[src/rtl/add_slice_sched.sv]
// rtl/add_slice_sched.sv - round-robin sequencer for one shared SLICE_W-bit adder slice
// Each granted add runs N_SLICES passes LSB-first with the slice carry registered between passes.
module add_slice_sched #(
   parameter int SLICE_W  = 4,
   parameter int N_SLICES = 4
) (
   input  logic                        clk,
   input  logic                        rst_n,
   input  logic                        req0,
   input  logic [SLICE_W*N_SLICES-1:0] a0,
   input  logic [SLICE_W*N_SLICES-1:0] b0,
   input  logic                        cin0,
   input  logic                        req1,
   input  logic [SLICE_W*N_SLICES-1:0] a1,
   input  logic [SLICE_W*N_SLICES-1:0] b1,
   input  logic                        cin1,
   output logic                        gnt0,
   output logic                        gnt1,
   output logic [SLICE_W-1:0]          sl_a,
   output logic [SLICE_W-1:0]          sl_b,
   output logic                        sl_cin,
   input  logic [SLICE_W-1:0]          sl_s,
   input  logic                        sl_cout,
   output logic                        busy,
   output logic                        done,
   output logic                        done_id,
   output logic [SLICE_W*N_SLICES-1:0] sum,
   output logic                        cout
);

   localparam int W     = SLICE_W * N_SLICES;
   localparam int IDX_W = (N_SLICES > 1) ? $clog2(N_SLICES) : 1;
   localparam logic [IDX_W-1:0] LAST_IDX = IDX_W'(N_SLICES - 1);

   typedef enum logic [1:0] {
      IDLE = 2'd0,
      RUN  = 2'd1,
      FIN  = 2'd2
   } state_t;

   state_t           state;
   logic [IDX_W-1:0] idx;
   logic [W-1:0]     a_lat;
   logic [W-1:0]     b_lat;
   logic             cin_lat;
   logic             id_lat;
   logic             last_id;
   logic [W-1:0]     sum_reg;
   logic             carry_reg;
   logic [W-1:0]     sum_next;
   int unsigned      base;

   // Grants are combinational and only offered in IDLE; a tie goes to whoever was not served last.
   always_comb begin
      gnt0 = 1'b0;
      gnt1 = 1'b0;
      if (rst_n && state == IDLE) begin
         gnt0 = req0 && (!req1 || last_id);
         gnt1 = req1 && (!req0 || !last_id);
      end
   end

   always_comb begin
      base     = int'(idx) * SLICE_W;
      sl_a     = '0;
      sl_b     = '0;
      sl_cin   = 1'b0;
      sum_next = sum_reg;
      if (state == RUN) begin
         sl_a   = a_lat[base +: SLICE_W];
         sl_b   = b_lat[base +: SLICE_W];
         sl_cin = (idx == '0) ? cin_lat : carry_reg;
      end
      sum_next[base +: SLICE_W] = sl_s;
   end

   always_ff @(posedge clk or negedge rst_n) begin
      if (!rst_n) begin
         state     <= IDLE;
         idx       <= '0;
         a_lat     <= '0;
         b_lat     <= '0;
         cin_lat   <= 1'b0;
         id_lat    <= 1'b0;
         last_id   <= 1'b1;
         sum_reg   <= '0;
         carry_reg <= 1'b0;
         busy      <= 1'b0;
         done      <= 1'b0;
         done_id   <= 1'b0;
         sum       <= '0;
         cout      <= 1'b0;
      end else begin
         case (state)
            IDLE: begin
               if (gnt0 || gnt1) begin
                  a_lat   <= gnt1 ? a1 : a0;
                  b_lat   <= gnt1 ? b1 : b0;
                  cin_lat <= gnt1 ? cin1 : cin0;
                  id_lat  <= gnt1;
                  last_id <= gnt1;
                  idx     <= '0;
                  busy    <= 1'b1;
                  state   <= RUN;
               end
            end
            RUN: begin
               sum_reg   <= sum_next;
               carry_reg <= sl_cout;
               idx       <= idx + IDX_W'(1);
               // Result outputs are loaded only here so they hold steady across later operations.
               if (idx == LAST_IDX) begin
                  state   <= FIN;
                  done    <= 1'b1;
                  done_id <= id_lat;
                  sum     <= sum_next;
                  cout    <= sl_cout;
               end
            end
            FIN: begin
               done  <= 1'b0;
               busy  <= 1'b0;
               state <= IDLE;
            end
            default: begin
               done  <= 1'b0;
               busy  <= 1'b0;
               state <= IDLE;
            end
         endcase
      end
   end

endmodule

[config.mk]
export PLATFORM = sky130hd
export DESIGN_NAME = add_slice_sched
export DESIGN_NICKNAME = d
export VERILOG_FILES = /design/src/rtl/add_slice_sched.sv
export SDC_FILE = /design/constraint.sdc
export NUM_CORES = 1
export LEC_CHECK = 0
export ABC_AREA = 1
export ABC_CLOCK_PERIOD_IN_PS = 1650
export CAP_MARGIN = 40
export CELL_PAD_IN_SITES_DETAIL_PLACEMENT = 0
export CELL_PAD_IN_SITES_GLOBAL_PLACEMENT = 1
export CORE_MARGIN = 1
export CORE_UTILIZATION = 31
export CTS_BUF_LIST = sky130_fd_sc_hd__clkbuf_4 sky130_fd_sc_hd__clkbuf_8 sky130_fd_sc_hd__clkbuf_16
export CTS_CLUSTER_SIZE = 20
export DETAILED_ROUTE_END_ITERATION = 6
export HOLD_SLACK_MARGIN = 0.03
export PLACE_DENSITY_LB_ADDON = 0.25
export SLEW_MARGIN = 30
export SYNTH_ARGS = -nofsm -noshare
export SYNTH_HDL_FRONTEND = slang
export SYNTH_SLANG_ARGS = --single-unit
[constraint.sdc]
create_clock -name clk -period 1.65 [get_ports clk]
set_input_delay 0.33 -clock clk [delete_from_list [all_inputs] [get_ports clk]]
set_output_delay 0.33 -clock clk [all_outputs]
set_load 0.1 [all_outputs]
## Yosys cells after proc, flatten, opt, wreduce, memory -nomap -nowiden

Index checks and enable logic that the tools add are counted.
W data, S select, Z words.

- Flip-flop bits (word level): 76
- Word-level logic and storage cells: 63
- Output and inout port bits: 31
- Input port bits: 75

- Bitwise gates (word level): 2
- Mux-type cells: 19
- Equal/unequal tests: 4
- Shift operators: 4
- Reduce and logical (&&, ||, !) cells: 18
- $add $sub $neg: 2

Operators by type and width:

| operator | count |
|---|---|
| $neg A4 Y34 | 1 |
| $shift A4 B34 Y16 const A | 1 |
| $shiftx A4 B34 Y16 | 1 |
| $mux W16 | 2 |
| $shiftx A16 B5 Y4 | 2 |
| $bwmux W16 | 1 |
| $reduce_and A2 Y1 | 6 |
| $mux W4 | 2 |
| $pmux W2 S2 | 2 |
| $mux W1 | 7 |
| $mux W2 | 3 |
| $logic_not A2 Y1 | 2 |
| $ne A2 B1 Y1 const B | 2 |
| $pmux W1 S2 | 2 |
| $logic_and A1 B1 Y1 | 3 |
| $logic_not A1 Y1 | 3 |
| $logic_or A1 B1 Y1 | 3 |
| $add A2 B1 Y2 const B | 1 |
| $eq A2 B1 Y1 const B | 1 |
| $eq A2 B2 Y1 const B | 1 |
| $not A1 Y1 | 2 |
| $reduce_bool A2 Y1 | 1 |

## Longest topological paths before layout

- Word-level depth: 7
- Gate-level depth with buffers: 8
- Mapped depth without buffers: 7

## Worst setup path after synthesis

No wires, ideal clock.

- Kind: reg-to-output
- From: register idx[0]
- To: output port sl_cin
- Data arrival time: 2.720 ns
- Setup slack: -1.400 ns
- Stages on the path, launching flop included: 6
- Cell sequence: dfrtp_1 > inv_2 > clkbuf_1 > ha_1 > nand2_1 > a21oi_1

- Word-level cells in the longest chain between the ends: 3

Ends and longest elaborated chain:

| item | RTL line | RTL |
|---|---|---|
| start, declared | 42 | `logic [IDX_W-1:0] idx;` |
| start signal, assigned | 110 | `idx <= idx + IDX_W'(1);` |
| $logic_not A2 Y1 | 72 | `sl_cin = (idx == '0) ? cin_lat : carry_reg;` |
| $mux W1 | 72 |  |
| $mux W1 | 69 | `if (state == RUN) begin` |
| end, declared | 21 | `output logic sl_cin,` |

Every way passes these cells.

## Final worst setup path

Ends and elaborated chain as after synthesis.

==> impl_summary.md <==
Status
The flow ran to the end, but the final reports show violations. The final reports fail on setup timing.

Layout
The number of flip-flops in the largest register is 28. The final-stage net count is approximately 750. The count of fill cells added during filler insertion is between 1000 and 1500.

The number of antenna diodes in the final layout is 0. In the final layout, the share of cells above drive strength 1 is 0.199. At the end of the flow the core is filled with cells to 0.516. The area growth from synthesis to layout is 59.8%. The library cell used most frequently in the layout, excluding fill and tap cells, is nand2_1. The area of all placed cells without fillers is 6300 sq um.

In the layout the commonest cells are nand2_1, clkdlybuf4s50_1, dfrtp_1.

STA
The worst-case setup margin in the final layout is -0.257 ns. The final-report hold violation count is 0. In the finished design, the share of the clock period the worst path needs comes to 1.16. The worst max-slew margin expressed relative to the limit is 0.637. Final hold analysis gives a worst-case slack of approximately 0.12 ns. The smallest clock period supported by the final layout is computed as 1.91 ns.

Across the routed clock network, the largest skew measured is ~0.008 ns. The number of max-slew violations in the final report is 0. Timing would allow up to around 520 MHz. For the pin with the worst max-slew slack, the measured transition is around 0.54 ns.

The count of final setup violators is 10. Setup repair after global routing could not meet its margin everywhere.

Setup path
For this run, the slowest stage of the critical path takes around 0.46 ns. The worst register-to-register path has a setup slack of 0.04 ns. The slowest stage of the critical path is the dfrtp_2 cell. Traced cell by cell, the critical path runs through inv_6, ha_4, nand2_1, a21oi_4, buf_12. The critical path arrival is between 1.5 and 2 ns.

In this run the critical register-to-register path is launched from idx[0]. The maximum net fanout on the critical path is 17. The depth of the worst register-to-register path is 6.

STA puts the critical path data required time at about 1.3 ns. The endpoint of the worst-slack reg-to-reg timing path is sum_reg[9]. The worst setup path is launched from a register. STA classifies the critical path endpoint as an output port. The type of the setup path with the least slack is register to output port.

Global routing
The number of global-route vias before repair is about 3800. The initial antenna violation count was 0. For this run, the total global-route usage over all layers was measured as 0.171. Global routing finished with a remaining overflow of 0.

The first-pass GRT wire length is approximately 18000 microns. The largest net degree at the start of global routing is 42.

Yosys
The post-synthesis adder-cell area fraction is 0.0159. After synthesis the cells add up to between 3000 and 4000 sq um. Measured against the total synthesized area, the mux share comes to 0. The simple-gate portion of the synthesized area is 0.314. The number of instances in the synthesized netlist is ~530.

The average size of a mapped cell is 7.42 sq um. The largest family of logic cells by synthesized area is simple AND/OR/NAND/NOR gates. The largest total area in the synthesized netlist belongs to dfrtp_1. After synthesis, the cell types taking the most area are dfrtp_1, nand2_1, o21bai_1, nand3_1, nor2_1. The compound-gate portion of the synthesized area came to 0.127. After synthesis the netlist holds a flip-flop and latch count of 72. The sequential cell area fraction in the yosys report is 0.457. Of the total synthesized cell area, the portion taken by XOR and XNOR cells is 0. During synthesis, Yosys emitted a total of 0 warnings. The area fraction of the dominant cell type after synthesis is 0.450. The net count of the mapped netlist is slightly above 600.

The count of unique library cells instantiated by Yosys is 25.

Routing
The met3 wire length is approximately 440 microns. Dividing the detail-routed wire length by the instance count gives 13.1 microns. The highest metal layer with signal wires is met4. After detailed routing, the met2 layer carries between 5000 and 6000 microns of wire.

For this run, design rule violations remaining after detail routing come to 0. The detailed router's first-iteration violation count is 250. The routed via count divided by cell count is around 4.5. The residual antenna-violating net count after detailed routing is 0.

The total via count after detailed routing is 3796. For this run, the detailed router's first-pass iteration total came to 4. The aggregate routed wire length is ~11000 microns. The wire length on met1 is approximately 5100 microns.

Floorplanning
The starting density of the core is 0.323. The floorplan step set the die width to between 100 and 150 microns. The core region is roughly 12000 sq um.

The floorplan step set the die height to 115 microns. The number of cell rows is 40. The number of primary I/O pins is roughly 110. The die area is between 10000 and 15000 sq um.

Pwr
The power per cell area is ~2200 nW/um^2. The leakage power is ~3.0 nW. Summing internal, switching and leakage power gives 13.7 mW. Across the VDD grid, the largest voltage drop is just over 1 mV.

Clocking
The H-tree generated during clock tree synthesis spans 3 levels. The number of hold buffers added after CTS was 0. The CTS tree is built. The insertion delay of the later-clocked pin in the worst-skew pair is ~0.33 ns. The number of clock buffers inserted by TritonCTS is 9. CTS placed an instance of clkbuf_16 at the clock tree root. The clock input transition at the sequential cells of the worst setup and hold paths is roughly 0.060 ns. In this run the deepest clock path goes through 2 buffers. The number of clock sinks is 72.

Placed design
The port buffer count is between 100 and 150. The detailed placement HPWL is between 7000 and 8000 microns. The total placed instance area is 5840 sq um.

The final weighted congestion in routability-driven placement is ~0.8.

Flow run
Max-cap violations in this run came to 0.

Min path
The tightest min-delay check is of the input pin to asynchronous set/reset pin type.
power breakdown:
group	internal [mW]	leakage, nW	switching [mW]	total [mW]
clock network	1.01	0.135	0.707	1.72
logic	3.29	1.97	5.52	8.81
registers	2.56	0.917	0.593	3.16
total	6.87	3.03	6.82	13.7
through the flow:
stage,setup WS (ns),TNS (ns),std cells
2_1_floorplan,-0.205,-3.39,532
4_1_cts,-0.266,-2.30,833
6_report,-0.257,-2.12,838
5_1_grt,-0.317,-3.82,838
3_3_place_gp,-0.0900,-1.27,812
3_5_place_dp,-0.123,-2.34,813
cell type report:
cell class	count	area [sq um]	share of cell area
inverters	53	211	0.0335
multi-input cells	381	1980	0.314
repair buffers	149	1840	0.292
clock buffers	10	233	0.0369
clock inverters	5	25.0	0.00397
well taps	168	210	0.0333
flip-flops and latches	72	1800	0.286
cell usage after synthesis, drive strengths merged:
cell,count
nand2,203
dfrtp,71
inv,53
nor2,51
nand3,40
o21bai,37
o21ai,22
buf,18
a21oi,10
clkbuf,8
ha,5
nand4,5
a31oi,4
o22ai,4
dfstp,1
worst max-delay path by stage:
stage / startpoint / to / slack [ns] / cells past startpoint
after global placement: req0 / b_lat[1] / -0.09 / 8
after detailed placement: req1 / b_lat[1] / -0.12 / 7
after CTS: idx[0] / sl_a[0] / -0.27 / 6
after floorplan: idx[0] / sl_cin / -0.21 / 6
final: idx[0] / sl_cin / -0.26 / 5
after global routing: idx[0] / sl_cin / -0.32 / 5
cell families (layout without fill, tap and decap cells):
| family | after synthesis | after routing |
|---|---|---|
| AOI/OAI and AO/OA | 77 | 77 |
| and+or+nand+nor | 299 | 299 |
| adders and majority gates | 5 | 5 |
| buffers and inverters | 79 | 217 |
| DFF | 72 | 72 |
per-layer routing:
layer | GRT usage | up-vias
li1 | - | 1946
met1 | 0.220 | 1753
met2 | 0.295 | 88
met3 | 0.0253 | 9
met4 | 0.0571 | 0
met5 | 0 | -
repair_timing:
item / in CTS / in global routing
pin swaps: 10 / 9
resized for setup: 12 / 15
buffers inserted: 5 / 2
cloned: 0 / 3
endpoints found under the setup margin: 11 / 43
critical path: cells and delay by family (launching register included):
family | cells | cell delay (ns)
DFF | 1 | 0.46
buffers and inverters | 2 | 0.35
adders and majority gates | 1 | 0.18
AOI/OAI and AO/OA | 1 | 0.17
and+or+nand+nor | 1 | 0.08
(Power assumes the default switching activity.)
